===== src/rtl/pipe_stage_reg.sv =====
// Parametrised inter-phase pipeline register with a valid/ready handshake, 2-entry skid buffer, flush and bubble control zeroing.
// Optional macro PIPE_STAGE_PERF_EN adds saturating stall_cnt / bubble_cnt performance counters.
module pipe_stage_reg #(
    parameter int                DATA_W   = 96,
    parameter int                CTRL_W   = 16,
    parameter logic [CTRL_W-1:0] CTRL_RST = '0
) (
    input  logic              clk,
    input  logic              rst,
    input  logic              flush,
    input  logic              in_valid,
    output logic              in_ready,
    input  logic [DATA_W-1:0] in_data,
    input  logic [CTRL_W-1:0] in_ctrl,
    output logic              out_valid,
    input  logic              out_ready,
    output logic [DATA_W-1:0] out_data,
    output logic [CTRL_W-1:0] out_ctrl,
`ifdef PIPE_STAGE_PERF_EN
    output logic [31:0]       stall_cnt,
    output logic [31:0]       bubble_cnt,
`endif
    output logic [1:0]        occupancy
);

    // State encoding doubles as the entry count.
    typedef enum logic [1:0] {
        EMPTY = 2'd0,
        ONE   = 2'd1,
        TWO   = 2'd2
    } state_t;

    state_t              state_reg, state_next;
    logic [DATA_W-1:0]   main_data_reg, main_data_next;
    logic [CTRL_W-1:0]   main_ctrl_reg, main_ctrl_next;
    logic [DATA_W-1:0]   skid_data_reg, skid_data_next;
    logic [CTRL_W-1:0]   skid_ctrl_reg, skid_ctrl_next;
    logic                in_ready_reg, in_ready_next;
    logic                push;

    assign push = in_valid & in_ready_reg;

    always_ff @(posedge clk or negedge rst) begin
        if (!rst) begin
            state_reg     <= EMPTY;
            main_data_reg <= '0;
            main_ctrl_reg <= CTRL_RST;
            skid_data_reg <= '0;
            skid_ctrl_reg <= CTRL_RST;
            in_ready_reg  <= 1'b1;
        end else begin
            state_reg     <= state_next;
            main_data_reg <= main_data_next;
            main_ctrl_reg <= main_ctrl_next;
            skid_data_reg <= skid_data_next;
            skid_ctrl_reg <= skid_ctrl_next;
            in_ready_reg  <= in_ready_next;
        end
    end

    always_comb begin
        state_next     = state_reg;
        main_data_next = main_data_reg;
        main_ctrl_next = main_ctrl_reg;
        skid_data_next = skid_data_reg;
        skid_ctrl_next = skid_ctrl_reg;

        if (flush) begin
            // Held entries and any same-cycle accept are dropped; data bits may linger.
            state_next     = EMPTY;
            main_ctrl_next = CTRL_RST;
            skid_ctrl_next = CTRL_RST;
        end else begin
            case (state_reg)
                EMPTY: begin
                    if (push) begin
                        main_data_next = in_data;
                        main_ctrl_next = in_ctrl;
                        state_next     = ONE;
                    end
                end
                ONE: begin
                    if (push && out_ready) begin
                        main_data_next = in_data;
                        main_ctrl_next = in_ctrl;
                    end else if (push) begin
                        skid_data_next = in_data;
                        skid_ctrl_next = in_ctrl;
                        state_next     = TWO;
                    end else if (out_ready) begin
                        main_ctrl_next = CTRL_RST;
                        state_next     = EMPTY;
                    end
                end
                TWO: begin
                    if (out_ready) begin
                        main_data_next = skid_data_reg;
                        main_ctrl_next = skid_ctrl_reg;
                        skid_ctrl_next = CTRL_RST;
                        state_next     = ONE;
                    end
                end
                default: begin
                    state_next     = EMPTY;
                    main_ctrl_next = CTRL_RST;
                    skid_ctrl_next = CTRL_RST;
                end
            endcase
        end

        in_ready_next = (state_next != TWO);
    end

    assign in_ready  = in_ready_reg;
    assign out_valid = (state_reg != EMPTY);
    assign out_data  = main_data_reg;
    // Gate control to CTRL_RST whenever empty so a bubble can never carry a write enable.
    assign out_ctrl  = out_valid ? main_ctrl_reg : CTRL_RST;
    assign occupancy = state_reg;

`ifdef PIPE_STAGE_PERF_EN
    logic [31:0] stall_cnt_reg, bubble_cnt_reg;

    always_ff @(posedge clk or negedge rst) begin
        if (!rst) begin
            stall_cnt_reg  <= '0;
            bubble_cnt_reg <= '0;
        end else if (flush) begin
            stall_cnt_reg  <= '0;
            bubble_cnt_reg <= '0;
        end else begin
            if (in_valid && !in_ready_reg && (stall_cnt_reg != 32'hFFFF_FFFF))
                stall_cnt_reg <= stall_cnt_reg + 32'd1;
            if (!out_valid && out_ready && (bubble_cnt_reg != 32'hFFFF_FFFF))
                bubble_cnt_reg <= bubble_cnt_reg + 32'd1;
        end
    end

    assign stall_cnt  = stall_cnt_reg;
    assign bubble_cnt = bubble_cnt_reg;
`endif

endmodule


===== config.mk =====
export PLATFORM = sky130hd
export DESIGN_NAME = pipe_stage_reg
export DESIGN_NICKNAME = d
export VERILOG_FILES = /design/src/rtl/pipe_stage_reg.sv
export SDC_FILE = /design/constraint.sdc
export NUM_CORES = 1
export LEC_CHECK = 0
export CAP_MARGIN = 20
export CORE_MARGIN = 2
export CORE_UTILIZATION = 38
export DETAILED_ROUTE_END_ITERATION = 8
export PLACE_DENSITY = 0.61
export SYNTH_ARGS = -nofsm -noshare
export SYNTH_HDL_FRONTEND = slang
export SYNTH_SLANG_ARGS = --single-unit

===== constraint.sdc =====
create_clock -name clk -period 2.3 [get_ports clk]
set_input_delay 0.46 -clock clk [delete_from_list [all_inputs] [get_ports clk]]
set_output_delay 0.46 -clock clk [all_outputs]
set_load 0.02 [all_outputs]

======== Word-level counts from Yosys, hierarchy flattened ========
Cells that the tools add are included.
operators by class
  bitwise gates (word level) .............. 3
  mux-type cells .......................... 22
  reduce and logical (&&, ||, !) cells .... 8
  equal/unequal tests ..................... 13
operators with widths
  cell                                                                    count
  96-bit 2-to-1 mux                                                       3
  96-bit case mux with 3 select lines                                     1
  16-bit 2-to-1 mux                                                       9
  16-bit case mux with 3 select lines                                     2
  2-bit 2-to-1 mux                                                        6
  3-bit != test (second input constant)                                   4
  4-bit AND reduction                                                     3
  2-bit != test (second input constant)                                   5
  4-bit != test (second input constant)                                   2
  2-bit case mux with 3 select lines                                      1
  5-bit AND reduction                                                     1
  3-bit nonzero test                                                      1
  2-bit by 1-bit equality test with 1-bit output (second input constant)  1
  2-bit equality test (second input constant)                             1
  2-bit zero test                                                         1
  1-bit NOT                                                               2
  2-bit nonzero test                                                      1
  1-bit AND                                                               1
  1-bit logical AND                                                       1
word-level totals
  input bits .............................. 117
  flip-flop bits (word level) ............. 227

======== Logic depth before layout (Yosys ltp) ========
  depth in word-level cells ............... 6
  depth in mapped cells ................... 8
  mapped depth without buffers ............ 4

======== Worst setup path before layout ========
OpenSTA, ideal clock, no wires.
  kind .................................... reg2out
  start point ............................. reg state_reg[1], in the netlist occupancy[1]
  end point ............................... out out_valid
  setup slack ............................. 0.280 ns
  arrival ................................. 1.560 ns
  cell stages (with the launch flop) ...... 6
  required time ........................... 1.840 ns
  cell sequence ........................... dfrtp_1 -> buf_2 -> buf_2 -> nor2_1 -> clkbuf_1 -> inv_1
between the ends
  cells in the longest elaborated chain, start to end .. 1
RTL lines
  item                      line  text
  start: declaration        33    state_t state_reg, state_next;
  start signal: assignment  52    state_reg <= state_next;
  2-bit nonzero test        115   assign out_valid = (state_reg != EMPTY);
  end: declaration          15    output logic out_valid,
No other way between the ends.

======== Final worst setup path ========
  start point ............................. reg in_ready_reg, in the netlist in_ready
  end point ............................... out in_ready
RTL lines
  item                      line  text
  start: declaration        38    logic in_ready_reg, in_ready_next;
  start signal: assignment  57    in_ready_reg <= in_ready_next;
  end: declaration          12    output logic in_ready,
No word-level cell between the ends.

==> flow_summary.json <==
{
  "hold_class": "in -> async",
  "syn_to_final_growth_pct": 37.0,
  "die_x_um": 167,
  "layout_min_cycle_time_ns": 2.19,
  "critPathLaunchType": "flip-flop",
  "coreArea_um2": 26000,
  "synth.distinct_cells": 36,
  "ctsRootBufferMaster": "clkbuf_16",
  "grt_first_pass_wirelength_mm": 38.5,
  "placed_cells": 1351,
  "r2r-end": "skid_data_reg[28]$_DFFE_PN0P_",
  "tightest_slew_ns": 0.701,
  "io_buffers": 232,
  "layout.nets": 1162,
  "cp_max_fo": 6,
  "grt_use_met1": 0.234,
  "viasPerCell": 4.86,
  "grtUsageMet3": 0.0504,
  "power.density_nw_per_um2": 895,
  "ant_nets": 0,
  "postSynthRegisterBits": 227,
  "finalMaxSlewViolations": 0,
  "grt_start_max_net_pins": 58,
  "rr_startpoint": "in_ready$_DFF_PN1_",
  "synth.avg_cell_area_um2": 12.4,
  "via_count": 6796,
  "setup_ws_ns": 0.112,
  "place_ws_ns": 0.0729,
  "end_kind": "output port",
  "detailed_place_hpwl_mm": 15.8,
  "cap_viol_max_count": 0,
  "boundaryPins": 233,
  "clock-sinks": 227,
  "synthesis.nets": 927,
  "hold_viol_final": 0,
  "seq_area_frac_synth": 0.566,
  "final_cells": 1397,
  "drt-total-wl_mm": 23.7,
  "drc_errors": 0,
  "h-tree-depth": 1,
  "synthCells": 810,
  "critical-path-slowest-cell": "clkdlybuf4s50_1",
  "cts_setup_buffers": 0,
  "use_met2": 0.261,
  "crit_chain": "clkdlybuf4s50_1",
  "layout-drive-gt1-share": 0.197,
  "fin_setup_tns_ns": 0,
  "hold-worst-slack_ns": 0.428,
  "drtIter0Drc": 461,
  "grt-ovfl-total": 0,
  "regToRegSetupSlack_ns": 0.44,
  "clk_latency_ns": 0.52,
  "routabilityCongestion": 0.729,
  "p_leak_uw": 0.00663,
  "required_ns": 1.84,
  "initial_core_util": 0.386,
  "finClkSkew_ns": 0.00927,
  "grt_usage": 0.170,
  "setup_viol": 0,
  "min_period_over_period": 0.951,
  "path_class": "reg -> out",
  "clockBufferDepth": 3,
  "clkTransAtPathRegs_ns": 0.06,
  "critPathTopFamily": "buffers and inverters",
  "cts_tree": "done",
  "wire_per_inst_um": 16.9,
  "critPathBufInv": 1,
  "max-slew-margin-rel": 0.533,
  "die-area_um2": 27700,
  "crit_path_max_incr_delay_ns": 0.62,
  "grt_pass1_vias": 6976,
  "status": "completed",
  "worstPathArrival_ns": 1.73,
  "ys_warn_count": 0,
  "fmax_mhz": 457,
  "grt_setup_unrepaired": "no",
  "antenna_found_initial": 2,
  "busiest_layer": "met2",
  "fp.dieH_um": 167,
  "ir_drop_mv": 0.607,
  "drt_pass1_iterations": 4,
  "syn_area_um2": 10000,
  "ff2ff_path_depth": 4,
  "rows": 59,
  "cts_buffers": 26
}
[cell families after synthesis]
group | share of synthesized area
AO/OA/AOI/OAI | 0.0862
AND/OR/NAND/NOR | 0.0744
XOR/XNOR | 0.000872
buffers and inverters | 0.0405
flip-flops | 0.566
multiplexers | 0.232
[how the worst max path moves through the flow]
stage          slack, ns                             to              startpoint  cells after the start
2_1_floorplan       0.28                      out_valid  occupancy[1]$_DFF_PN0_                      5
3_3_place_gp        0.11  skid_data_reg[56]$_DFFE_PN0P_               out_ready                      5
3_5_place_dp        0.07  skid_data_reg[43]$_DFFE_PN0P_               out_ready                      5
4_1_cts             0.01                   occupancy[1]  occupancy[1]$_DFF_PN0_                      2
5_1_grt             0.05                       in_ready      in_ready$_DFF_PN1_                      1
6_report            0.11                       in_ready      in_ready$_DFF_PN1_                      1
[metrics by stage]
stage	total power (uW)	util	instance area (um2)
after floorplan	6910	-	10000
after global placement	8250	0.496	12900
after detailed placement	8320	0.496	12900
after CTS	12500	0.529	13700
after global routing	13000	0.529	13700
final	12300	0.529	13800
[layer usage]
metal,wire length (um),vias up
met1,10800,3257
met2,10400,191
met5,0,-
li1,-,3308
met3,1770,40
met4,636,0
[power breakdown]
group | internal, uW | total, uW | leakage, uW | switching [uW]
sequential | 4890 | 5360 | 0.00283 | 461
combinational | 1570 | 2860 | 0.00338 | 1290
clock | 2510 | 4100 | 0.000419 | 1600
total | 8970 | 12300 | 0.00663 | 3340
[cells in the mapped netlist]
library cell	number	area [um2]
dfrtp_1	226	5660
nand2_1	98	368
mux2i_1	96	961
mux2_2	83	935
o21ai_0	59	295
o21ai_1	37	185
mux2_4	29	435
buf_2	23	115
nor2_1	20	75.1
a21oi_1	17	85.1
nor2b_1	17	106
a22oi_1	16	120
a31o_2	16	140
nor3b_1	16	120
buf_6	14	158
clkbuf_1	11	41.3
clkbuf_2	5	25.0
buf_4	4	30.0
clkbuf_4	3	22.5
buf_1	2	7.51
inv_1	2	7.51
nand2b_1	2	12.5
a2bb2oi_1	1	8.76
a31oi_1	1	6.26
a41oi_2	1	16.3
and2_1	1	6.26
and3_1	1	6.26
and3b_1	1	8.76
and4_1	1	8.76
and4bb_1	1	12.5
dfstp_2	1	26.3
nand3b_1	1	7.51
nor2_2	1	6.26
nor4b_1	1	8.76
o22a_1	1	8.76
xnor2_1	1	8.76
[cell type report]
class,count,area [um2]
antenna,2,5.00
clock buffer,37,763
clock inverter,6,83.8
fill,2287,12200
inverter,2,7.51
multi-input combinational,519,3980
sequential,227,5680
tap,335,419
timing repair buffer,269,2810
[what timing repair did]
item | 4_1_cts | 5_1_grt
endpoints found under the hold margin | 39 | 0
pin swaps | 0 | 0
resized for setup | 19 | 1
hold buffers | 1 | 0
setup endpoints to repair | 18 | 1
[cell usage in the layout (no fill, tap or decap), types with 2 or more instances in the layout]
cell type        netlist  layout
o21ai_1               37      37
nor3b_1               16      16
o21ai_0               59      59
a31o_2                16      16
mux2i_1               96      96
mux2_4                29      29
buf_6                 14       2
nand2_1               98      98
clkbuf_1              11       5
clkbuf_8               0       5
nor2b_1               17      17
dfrtp_1              226     226
clkinv_2               0       3
diode_2                0       2
clkdlybuf4s50_1        0     213
nor2_1                20      20
buf_4                  4      17
a22oi_1               16      16
clkbuf_16              0      27
a21oi_1               17      17
mux2_2                83      83
inv_1                  2       2
bufinv_16              0       2
buf_12                 0      17
dlygate4sd2_1          0      17
Note: power is estimated with default switching activity, not from simulation.
